File: src/rtl/reset_request_controller_pkg.sv
// Shared types for the reset request controller: sequencer states, the registered
// output bundle and the default drain timeout.
package reset_request_controller_pkg;

    localparam int DefaultDrainTimeout = 256;

    typedef enum logic [2:0] {
        StIdle,
        StDrain,
        StFire,
        StWaitAssert,
        StWaitRelease,
        StDone
    } ResetCtrlState;

    typedef struct packed {
        logic drainReq;
        logic rstOut;
        logic busy;
        logic done;
    } CtrlOutputs;

    // Output values held while the sequencer sits in a given state.
    function automatic CtrlOutputs decodeOutputs(input ResetCtrlState s);
        CtrlOutputs o;
        o.drainReq = (s == StDrain);
        o.rstOut   = (s == StFire);
        o.busy     = (s != StIdle);
        o.done     = (s == StDone);
        return o;
    endfunction

endpackage

File: src/rtl/drain_timer.sv
// Clearable saturating cycle counter; terminal is high once Limit cycles have been counted.
// Used by reset_request_controller only when RAFI_RESET_CTRL_TIMEOUT_EN is defined.
module drain_timer
    import reset_request_controller_pkg::*;
#(
    parameter int Limit = DefaultDrainTimeout
) (
    input  logic clk,
    input  logic rstN,
    input  logic clear,
    input  logic enable,
    output logic terminal
);

    localparam int Width = $clog2(Limit + 1);
    localparam logic [Width-1:0] LastCount = Width'(Limit);

    logic [Width-1:0] count;

    always_ff @(posedge clk or negedge rstN) begin
        if (!rstN) begin
            count <= '0;
        end else if (clear) begin
            count <= '0;
        end else if (enable && (count != LastCount)) begin
            count <= count + Width'(1);
        end
    end

    assign terminal = (count == LastCount);

endmodule

File: src/rtl/reset_request_controller.sv
// Turns power-on and software reset requests into a one-cycle stretcher request, draining
// the core first on software resets. Drain timeout is built only with RAFI_RESET_CTRL_TIMEOUT_EN.
module reset_request_controller
    import reset_request_controller_pkg::*;
#(
    parameter int DrainTimeout = DefaultDrainTimeout
) (
    input  logic clk,
    input  logic rstN,
    input  logic swResetReq,
    output logic drainReq,
    input  logic drainAck,
    output logic rstOut,
    input  logic rstBusy,
    output logic busy,
    output logic done,
    output logic timedOut
);

    if (DrainTimeout < 1) begin : gBadDrainTimeout
        $error("reset_request_controller: DrainTimeout must be at least 1");
    end

    ResetCtrlState state;
    CtrlOutputs    outs;
    logic          drainExpired;

    // Reset lands in FIRE: power-on needs no drain, and rstOut is asserted for as long
    // as rstN is low plus the first clocked cycle after release.
    // NOTE: clocked state uses non-blocking assignments so every flop samples pre-edge values.
    always_ff @(posedge clk or negedge rstN) begin
        if (!rstN) begin
            state <= StFire;
            outs  <= decodeOutputs(StFire);
        end else begin
            case (state)
                StIdle: begin
                    if (swResetReq) begin
                        state <= StDrain;
                        outs  <= decodeOutputs(StDrain);
                    end
                end
                StDrain: begin
                    if (drainAck || drainExpired) begin
                        state <= StFire;
                        outs  <= decodeOutputs(StFire);
                    end
                end
                StFire: begin
                    state <= StWaitAssert;
                    outs  <= decodeOutputs(StWaitAssert);
                end
                StWaitAssert: begin
                    if (rstBusy) begin
                        state <= StWaitRelease;
                        outs  <= decodeOutputs(StWaitRelease);
                    end
                end
                StWaitRelease: begin
                    if (!rstBusy) begin
                        state <= StDone;
                        outs  <= decodeOutputs(StDone);
                    end
                end
                StDone: begin
                    state <= StIdle;
                    outs  <= decodeOutputs(StIdle);
                end
                default: begin
                    state <= StIdle;
                    outs  <= decodeOutputs(StIdle);
                end
            endcase
        end
    end

    assign drainReq = outs.drainReq;
    assign rstOut   = outs.rstOut;
    assign busy     = outs.busy;
    assign done     = outs.done;

`ifdef RAFI_RESET_CTRL_TIMEOUT_EN
    logic timedOutQ;

    // Counts only unacknowledged drain cycles; terminal count gives DrainTimeout+1 drain cycles.
    drain_timer #(
        .Limit (DrainTimeout)
    ) uDrainTimer (
        .clk      (clk),
        .rstN     (rstN),
        .clear    (state != StDrain),
        .enable   ((state == StDrain) && !drainAck),
        .terminal (drainExpired)
    );

    // Ack beats timeout in the same cycle, so a late-but-present ack never flags.
    always_ff @(posedge clk or negedge rstN) begin
        if (!rstN) begin
            timedOutQ <= 1'b0;
        end else if ((state == StIdle) && swResetReq) begin
            timedOutQ <= 1'b0;
        end else if ((state == StDrain) && !drainAck && drainExpired) begin
            timedOutQ <= 1'b1;
        end
    end

    assign timedOut = timedOutQ;
`else
    assign drainExpired = 1'b0;
    assign timedOut     = 1'b0;
`endif

endmodule

File: config.mk
export PLATFORM = sky130hd
export DESIGN_NAME = reset_request_controller
export DESIGN_NICKNAME = d
export VERILOG_FILES = /design/src/rtl/reset_request_controller_pkg.sv /design/src/rtl/drain_timer.sv /design/src/rtl/reset_request_controller.sv
export SDC_FILE = /design/constraint.sdc
export NUM_CORES = 1
export LEC_CHECK = 0
export ABC_AREA = 0
export ABC_CLOCK_PERIOD_IN_PS = 3200
export CAP_MARGIN = 20
export CORE_AREA = 3 3 40 42
export DETAILED_ROUTE_END_ITERATION = 12
export DIE_AREA = 0 0 43 45
export PLACE_DENSITY_LB_ADDON = 0.1
export SLEW_MARGIN = 20
export SYNTH_ARGS = -nofsm -noshare
export SYNTH_HDL_FRONTEND = slang
export SYNTH_SLANG_ARGS = --single-unit
File: constraint.sdc
create_clock -name clk -period 3.2 [get_ports clk]
set_input_delay 0.48 -clock clk [delete_from_list [all_inputs] [get_ports clk]]
set_output_delay 0.48 -clock clk [all_outputs]
set_load 0.02 [all_outputs]
==> impl_metrics.tcl <==
set metrics [dict create \
    outcome "complete, no violations" \
    p_comb_frac 0.418 \
    finalHoldViolCount 0 \
    cpPeakStageDelay_ps 600 \
    worstPathArrival_ps 1400 \
    critPathMaxFanout 4 \
    fin_tns_setup_ps 0 \
    worstSkewPairLatency_ps 250 \
    wl_microns 1030 \
    synth_cell_types 28 \
    fin_skew_ps 3.24 \
    die_h_microns 45 \
    final_antenna_net_count 0 \
    io_pins 10 \
    port_buffers 8 \
    intPower_mw 0.302 \
    start_util 0.347 \
    yosysWarnings 0 \
    cp-start-kind "flop" \
    vias 384 \
    min_path_type "in2async" \
    p_sw_mw 0.200 \
    holdWs_ps 493 \
    n_antenna_cell 0 \
    cts_tree "built" \
    viasPerCell 5.49 \
    dr.pass1.iters 4 \
    gp_congestion 0.803 \
    area_growth_pct 21.6 \
    dp_slack_ps 1410 \
    clockBufferDepth 2 \
    pwr-share-seq 0.420 \
    postCtsSetupBuffers 0 \
    crit_family "buffers and inverters" \
    period_needed_ps 1880 \
    syn_area_sq_um 445 \
    nNetsFinal 61 \
    clkPwrFrac 0.161 \
    finalPower_mw 0.501 \
    grt_pass1_vias 394 \
    power.leakage_nw 0.209 \
    wl_per_cell_microns 14.7 \
    switching_share 0.398 \
    cts-hold-fix-buffers 0 \
    yosysSeqAreaShare 0.402 \
    crit_buf_inv 1 \
    cp-end-kind "output port" \
    synth_nets 52 \
    die_w_microns 43 \
    final_layout_size_suffix_gt1_frac 0.127 \
    drtIter0Drc 3 \
    cts_resized 0 \
    grt_pass1_wl_microns 1760 \
    final-setup-viol-count 0 \
    antenna_found_initial 0 \
    timing.fmax_ghz 0.531 \
    ys_ff_latch 7 \
    num_rows 13 \
    cts_root_buffer "clkbuf_4" \
    synth.avg_cell_area_sq_um 9.48 \
    rsz0062_at_grt "no" \
    maxCapViolCount 0 \
    cp_data_required_time_ps 2720 \
    die_area_sq_um 1940 \
    hpwl_microns 728 \
    htree_levels 1 \
    irDropWorstVdd_v 0.000317 \
    grt_max_degree 14 \
    grt_use_total 0.126 \
    finish.utilization 0.422 \
    period_share 0.588 \
    critical_path.slowest_cell "clkdlybuf4s50_1" \
    drcViolationCount 0 \
    grt-ovfl-total 0 \
    clkTransAtPathRegs_ps 60 \
    worstPathCellList "clkdlybuf4s50_1" \
    setup_ws_ps 1320 \
    core_sq_um 1280 \
    p_per_area_nw_per_um2 926 \
    drv_slew 0 \
    syn_inst 47 \
    clock-sinks 7 \
    worstSetupPathType "reg2out" \
    cts_made_buffers 3 \
]
[synthesized netlist by cell type]
cell type	count	area (sq um)
a31oi_1	1	6.26
nor3b_1	2	15.0
dfstp_2	3	78.8
inv_1	1	3.75
a21boi_1	1	7.51
nor3b_4	1	18.8
a21oi_1	3	15.0
and2b_1	1	7.51
a211o_1	2	17.5
dfrtp_1	4	100
nand3b_1	2	15.0
o21ai_0	4	20.0
o21ai_1	2	10.0
conb_1	1	3.75
buf_2	2	10.0
nor2_1	2	7.51
a311o_1	1	10.0
o22ai_1	1	6.26
nor2b_1	1	6.26
nor3_1	1	5.00
and4bb_1	1	12.5
or3b_1	1	8.76
nand2b_1	2	12.5
nand2_1	3	11.3
buf_6	1	11.3
o311a_1	1	10.0
a211oi_1	1	7.51
buf_4	1	7.51
[worst paths after layout]
| path | from | end | slack [ps] | depth (start not counted) |
|---|---|---|---|---|
| worst max-delay path | busy | busy | 1320 | 1 |
| worst min-delay path | rstN | drainReq | 490 | 1 |
| worst max register to register | state[2] | done | 1840 | 3 |
| worst min register to register | rstOut | rstOut | 500 | 2 |
| max in group asynchronous | rstN | state[1] | 2410 | 1 |
| min in group clk | rstOut | rstOut | 500 | 2 |
[per-stage QoR]
stage,instance area (sq um),instances
final,542,70
after global routing,542,70
after CTS,542,70
after detailed placement,515,66
after global placement,515,66
after floorplan,445,47
[state kept, by name (all words and copies together), names as in the netlist]
register  count
drainReq      1
rstOut        1
busy          1
state         3
done          1
[kinds of logic after synthesis]
logic type | synth area share
other cells | 0.00842
simple gates | 0.270
buf+inv | 0.0730
compound gates | 0.247
flops | 0.402
[area by class of cell]
class | instances | area (sq um)
Tap cell | 15 | 18.8
Multi-Input combinational cell | 35 | 234
Sequential cell | 7 | 179
Timing Repair Buffer | 8 | 80.1
Fill cell | 127 | 743
Inverter | 1 | 3.75
Clock buffer | 4 | 26.3
[power by group through the flow]
stage / sequential (mW) / clock (mW) / combinational, mW
floorplan: 0.188 / 0 / 0.174
global placement: 0.207 / 0 / 0.204
detailed placement: 0.211 / 0 / 0.211
CTS: 0.210 / 0.0849 / 0.212
global route: 0.223 / 0.0876 / 0.230
finish: 0.211 / 0.0809 / 0.210
[placed cells by master (no fill, tap or decap), drive strengths merged, types with 2 or more instances in the layout]
master         n
nand3b         2
o21ai          6
clkdlybuf4s50  8
a21oi          3
dfstp          3
nor3b          3
a211o          2
nand2          3
clkbuf         4
nor2           2
nand2b         2
dfrtp          4
[layer usage]
layer  wire length [microns]  part of all wire  vias up  GRT usage
li1                        -                 -      187          -
met5                       0                 0        -          0
met4                       0                 0        0     0.0361
met1                     440              0.43      185      0.137
met3                      85             0.083        0     0.0558
met2                     504              0.49       12      0.222
Note: power is estimated with default switching activity, not from simulation.
